**src/rtl/pcs_tx_arb.sv**
```systemverilog
// pcs_tx_arb: frame-granular round-robin arbiter for the PCS TX AXIS port, with in-order response routing
module pcs_tx_arb #(
    parameter int DATA_W    = 32,
    parameter int RSP_DEPTH = 4
) (
    input  logic                       tx_user_clk_i,
    input  logic                       tx_user_rst_n_i,
    input  logic [2*DATA_W-1:0]        req_data_i,
    input  logic [2*(DATA_W/16)-1:0]   req_vldb_i,
    input  logic [1:0]                 req_valid_i,
    output logic [1:0]                 req_ready_o,
    input  logic [1:0]                 req_last_i,
    input  logic [1:0]                 req_user_i,
    output logic [1:0]                 req_status_o,
    output logic [1:0]                 req_rsp_valid_o,
    output logic [DATA_W-1:0]          tx_data_o,
    output logic [DATA_W/16-1:0]       tx_vldb_o,
    output logic                       tx_valid_o,
    input  logic                       tx_ready_i,
    output logic                       tx_last_o,
    output logic                       tx_user_o,
    input  logic                       tx_status_i,
    input  logic                       tx_rsp_valid_i,
    output logic [1:0]                 grant_o,
    output logic                       rsp_err_o
);
    localparam int VW = DATA_W / 16;
    localparam int AW = $clog2(RSP_DEPTH);
    localparam logic [0:0] IDLE = 1'b0;
    localparam logic [0:0] XFER = 1'b1;

    logic [0:0]           state;
    logic                 owner;
    logic                 last_winner;
    logic                 win;
    logic                 xfer;
    logic                 push;
    logic                 pop;
    logic                 fire;
    logic                 head;
    logic [RSP_DEPTH-1:0] fifo;
    logic [AW-1:0]        wr_ptr;
    logic [AW-1:0]        rd_ptr;
    logic [AW:0]          cnt;

    // Arbitration, owner mux and response routing
    always_comb begin
        xfer            = state == XFER;
        win             = last_winner ? ~req_valid_i[0] : req_valid_i[1];
        push            = !xfer && |req_valid_i && !cnt[AW];
        pop             = tx_rsp_valid_i && cnt != '0;
        head            = fifo[rd_ptr];
        tx_data_o       = xfer ? (owner ? req_data_i[2*DATA_W-1:DATA_W] : req_data_i[DATA_W-1:0]) : '0;
        tx_vldb_o       = xfer ? (owner ? req_vldb_i[2*VW-1:VW] : req_vldb_i[VW-1:0]) : '0;
        tx_valid_o      = xfer && req_valid_i[owner];
        tx_last_o       = xfer && req_last_i[owner];
        tx_user_o       = xfer && req_user_i[owner];
        req_ready_o     = xfer ? (owner ? {tx_ready_i, 1'b0} : {1'b0, tx_ready_i}) : 2'b00;
        grant_o         = xfer ? (owner ? 2'b10 : 2'b01) : 2'b00;
        fire            = tx_valid_o && tx_ready_i && tx_last_o;
        req_rsp_valid_o = pop ? (head ? 2'b10 : 2'b01) : 2'b00;
        req_status_o    = req_rsp_valid_o & {2{tx_status_i}};
    end

    // Frame-level FSM: grant in IDLE, release on the last accepted beat
    always_ff @(posedge tx_user_clk_i or negedge tx_user_rst_n_i) begin
        if (!tx_user_rst_n_i) begin
            state       <= IDLE;
            owner       <= 1'b0;
            last_winner <= 1'b1;
        end else if (push) begin
            state <= XFER;
            owner <= win;
        end else if (fire) begin
            state       <= IDLE;
            last_winner <= owner;
        end
    end

    // Owner FIFO: one entry per granted frame, popped by each PCS response
    always_ff @(posedge tx_user_clk_i or negedge tx_user_rst_n_i) begin
        if (!tx_user_rst_n_i) begin
            fifo   <= '0;
            wr_ptr <= '0;
            rd_ptr <= '0;
            cnt    <= '0;
        end else begin
            if (push) fifo[wr_ptr] <= win;
            wr_ptr <= wr_ptr + {{(AW-1){1'b0}}, push};
            rd_ptr <= rd_ptr + {{(AW-1){1'b0}}, pop};
            cnt    <= cnt + {{AW{1'b0}}, push} - {{AW{1'b0}}, pop};
        end
    end

    // Sticky flag for a response with no frame outstanding
    always_ff @(posedge tx_user_clk_i or negedge tx_user_rst_n_i) begin
        if (!tx_user_rst_n_i) rsp_err_o <= 1'b0;
        else if (tx_rsp_valid_i && cnt == '0) rsp_err_o <= 1'b1;
    end
endmodule

```
**config.mk**
```make
export PLATFORM = sky130hd
export DESIGN_NAME = pcs_tx_arb
export DESIGN_NICKNAME = d
export VERILOG_FILES = /design/src/rtl/pcs_tx_arb.sv
export SDC_FILE = /design/constraint.sdc
export NUM_CORES = 1
export LEC_CHECK = 0
export CORE_MARGIN = 5
export CORE_UTILIZATION = 35
export DETAILED_ROUTE_END_ITERATION = 7
export PLACE_DENSITY = 0.89
export SLEW_MARGIN = 10
export SYNTH_ARGS = -nofsm -noshare
export SYNTH_HDL_FRONTEND = slang
export SYNTH_SLANG_ARGS = --single-unit
```
**constraint.sdc**
```tcl
create_clock -name tx_user_clk_i -period 5.4 [get_ports tx_user_clk_i]
set_input_delay 0.81 -clock tx_user_clk_i [delete_from_list [all_inputs] [get_ports tx_user_clk_i]]
set_output_delay 0.81 -clock tx_user_clk_i [all_outputs]
set_load 0.05 [all_outputs]
```
-- After elaboration in Yosys (flattened, before gate mapping)
Cells that the tools add are included.
- bits in registers: 15
- output and inout bits: 46
- bits of input ports: 79
- word-level logic and storage cells: 60
- mux-type cells: 24
- reductions and logical operators: 17
- magnitude comparators: 4
- bitwise operators: 3
- $add $sub $neg: 4
- operators by type and width (operator ; number):
    $mux W32 ; 2
    $mux W2 ; 8
    $mux W1 ; 11
    $logic_and A1 B1 Y1 ; 10
    $lt A2 B3 Y1 const B ; 2
    $add A2 B1 Y2 ; 2
    $bwmux W4 ; 1
    $add A3 B1 Y3 ; 1
    $logic_not A3 Y1 ; 1
    $reduce_bool A3 Y1 ; 1
    $sub A3 B1 Y3 ; 1
    $and A2 B2 Y2 ; 1
    $bmux W1 S2 ; 1
    $demux W1 S2 ; 1
    $ge A2 B1 Y1 const B ; 1
    $logic_not A1 Y1 ; 2
    $lt A1 B2 Y1 const B ; 1
    $not A1 Y1 ; 2
    $reduce_and A2 Y1 ; 1
    $reduce_bool A2 Y1 ; 1
    $reduce_or A2 Y1 ; 1

-- Logic depth before layout (Yosys ltp)
- word-level depth: 7
- gate-level depth with buffers: 8
- depth with buffers taken out: 8

-- Worst setup path after synthesis
OpenSTA, ideal clock, no wires.
- path type: input port to output port
- start: in tx_rsp_valid_i
- end: out req_status_o[0]
- data required time: 4590 ps
- stages on the path: 3
- slack: 2885 ps
- buffers on the path: 0
- data arrival time: 1705 ps
- path through: o31a_1 -> nand2_1 -> nor2_1
- cells in the longest elaborated chain, start to end: 3
- RTL lines (item ; RTL line ; text):
    start: declaration ; 23 ; input logic tx_rsp_valid_i,
    $logic_and A1 B1 Y1 ; 51 ; pop = tx_rsp_valid_i && cnt != '0;
    $mux W2 ; 61 ; req_rsp_valid_o = pop ? (head ? 2'b10 : 2'b01) : 2'b00;
    $and A2 B2 Y2 ; 62 ; req_status_o = req_rsp_valid_o & {2{tx_status_i}};
    end: declaration ; 14 ; output logic [1:0] req_status_o,
No other way between the ends.

-- Final worst setup path
- start: in tx_rsp_valid_i
- end: out req_status_o[1]
Same word-level chain as after synthesis.

==> run metrics <==
gr ovfl total=0; die width=74.2 um; nets@finish=351; first-pass GRT wire length=around 7300 um; skew final=2.64 ps; post-route setup TNS=0 ps; Synth top area share=27.1%; CP max-delay cell=clkdlybuf4s50_1; Worst R2R End=cnt[2]; layout cell share with drive strength beyond 1=5.97%; area of the mapped netlist=1440 um2; H-tree levels=1; Die Height=74.2 um; Final setup viols=0; CTS resizes=0; Worst R2R Path Depth=7; Post-Synthesis Mean Instance Area=9.68 um2; Synth Register Bits=15; DRT Wirelength=4970 um; WP data required=4590 ps; routed via count=between 1500 and 2000; max_slew headroom=29.9%; WS Path Type=primary input to output port; clock root buffer=clkbuf_8; clock-pin slew on the worst setup and hold paths=60 ps; GRT Resource Usage Total=~17%; initial antenna violation count=0; Hold Path Origin=rsp_err_o; hold path depth=1; row cnt=23; boundary pin count=125; clk buf depth=2; Placer Congestion=0.750; clock sinks=15; DRC=0; cts hold-fix bufs=0; Startpoint Class=primary input; RSZ-0062 raised after global routing=false; Hold Crit Class=flip-flop to flip-flop; DP Area=2700 um2; Final Cell Area=2750 um2; CTS tree=built; Critical path buffers and inverters=2; cell taking the most area after synthesis=mux2i_1; hold endpoint=rsp_err_o; status=finished, final reports clean; Num CTS Buffers=3; VDD IR max=461 uV; cells after synthesis=149; Period minus WS final=between 3000 and 4000 ps; Max Freq=about 300 MHz; cell family with most CP delay=buffers and inverters; via count of the first global-routing pass=1499; leak pwr=1.13 nW; Synth top cells by count=mux2i_1, nor2b_1, dfrtp_1; drt wl/cell=about 16 um; Synth area leaders=mux2i_1, dfrtp_1, nor2b_1; Netlist cell types=34; syn nets=about 230; final-report hold violation count=0; die area=roughly 5500 um2; max incr delay on CP=810 ps; initial core utilization=36.1%; reg-to-reg slack, setup=2910 ps; drt initial violations=24; Area growth syn-to-layout=90.5%; detailed placement HPWL=4110 um; Max Transition Viols Final=0; worst flop-to-flop path startpoint=state; worst-path cell chain=clkdlybuf4s50_1 -> o31a_1 -> and3_1 -> clkdlybuf4s50_1; Data arrival, critical path=2590 ps; Pre-antenna DRT Iters=3; Final period util=between 60% and 70%; Yosys warning total=0; I/O Buffers=124; ys async rst share=100%; Max-Cap Viols=0; critical path's most frequent cell=clkdlybuf4s50_1; worst skew pair latency=250 ps; Post-CTS Setup Repair Bufs=0; pin count of the biggest net entering global routing=46; post-synthesis sequential area ratio=26.1%; core area=4000 um2; remaining antenna violation count=0; Most used DFF post-synth=dfrtp_1; Avg Vias per Cell=4.73; CP endpoint kind=output port; EDFF count, synth=0; CP max FO=5; top-count cell post-synth=mux2i_1; PD cells=614 nW/um2; n_diodes=0; Slew @ Worst Pin=between 1000 and 1500 ps
[through the flow]
| step | hold slack [ps] | std cells | worst slack (ps) | utilization (%) | total power [W] |
|---|---|---|---|---|---|
| after floorplan | 452 | 149 | 2890 | - | 0.00119 |
| after global placement | 439 | 314 | 2050 | 67.6 | 0.00159 |
| after detailed placement | 448 | 314 | 2020 | 67.6 | 0.00161 |
| after CTS | 461 | 318 | 1990 | 68.7 | 0.00170 |
| after global routing | 484 | 318 | 1910 | 68.7 | 0.00178 |
| final | 461 | 318 | 2000 | 68.7 | 0.00169 |
[cells in the final DEF (no fill, tap or decap)]
cell / netlist / layout
clkbuf_1: 4 / 1
mux2_1: 2 / 2
mux4_2: 1 / 1
o22a_1: 1 / 1
buf_4: 0 / 1
nor3_1: 2 / 2
nor4b_4: 1 / 1
a21o_1: 1 / 1
dfstp_2: 1 / 1
fa_1: 1 / 1
nor4b_2: 1 / 1
a31oi_1: 1 / 1
nor4_2: 1 / 1
mux2_2: 3 / 3
nor2b_1: 38 / 38
or2_4: 1 / 1
mux2i_1: 39 / 39
ha_1: 2 / 2
clkbuf_8: 0 / 3
clkdlybuf4s50_1: 0 / 124
a21oi_1: 1 / 1
xor2_1: 2 / 2
nand2b_1: 1 / 1
nand2_1: 4 / 4
nand4_1: 1 / 1
nor2_2: 2 / 2
and3_1: 2 / 2
inv_1: 3 / 3
nor2_1: 5 / 5
dfrtp_2: 0 / 1
o31a_1: 1 / 1
dfrtp_1: 14 / 13
and3b_1: 1 / 1
xnor2_1: 3 / 3
and2_1: 2 / 2
a41oi_1: 1 / 1
[worst register-to-register path: cells and delay by family, from the launching register on]
kind | cells | cell delay (ps)
fa+ha+maj | 2 | 550
buf+inv | 1 | 50
flops | 1 | 770
xor+xnor | 2 | 320
simple gates | 2 | 720
[flip-flops by register name, indices dropped and copies added (netlist names)]
| register | flops |
|---|---|
| cnt | 3 |
| rsp_err_o | 1 |
| fifo | 4 |
| rd_ptr | 2 |
| state | 1 |
| wr_ptr | 2 |
| owner | 1 |
| last_winner | 1 |
[layout make-up]
class	count	area (um2)
Sequential cell	15	378
Inverter	3	11.3
Tap cell	50	62.6
Multi-Input combinational cell	121	1000
Timing Repair Buffer	125	1250
Clock buffer	4	45.0
Fill cell	324	1250
[power by group]
group	switching (W)	internal, W	total [W]	leakage, nW
Sequential	0.000106	0.000169	0.000276	0.172
Combinational	0.000787	0.000535	0.00132	0.935
Clock	0.0000379	0.0000523	0.0000901	0.0228
[routing by layer]
| layer | global-route usage, % | up-vias | share of wire (%) |
|---|---|---|---|
| li1 | - | 752 | - |
| met3 | 4.19 | 8 | 9.3 |
| met4 | 4.43 | 0 | 1.5 |
| met1 | 19.2 | 682 | 39 |
| met5 | 0 | - | 0 |
| met2 | 31.9 | 63 | 51 |
[logic make-up after synthesis]
group	share of synthesized area, %
flip-flops	26.1
AO/OA/AOI/OAI	3.12
multiplexers	32.5
buffers and inverters	4.34
adder cells (fa/ha/maj)	3.12
XOR/XNOR	3.04
AND/OR/NAND/NOR	27.8
[worst max-delay path by stage]
stage                        start  cells past startpoint              end  slack (ps)
detailed placement  tx_rsp_valid_i                      4  req_status_o[1]        2020
floorplan           tx_rsp_valid_i                      3  req_status_o[0]        2890
CTS                 tx_rsp_valid_i                      4  req_status_o[1]        1990
global placement    tx_rsp_valid_i                      4  req_status_o[1]        2050
global route        tx_rsp_valid_i                      4  req_status_o[1]        1910
finish              tx_rsp_valid_i                      4  req_status_o[1]        2000
(Power assumes the default switching activity.)
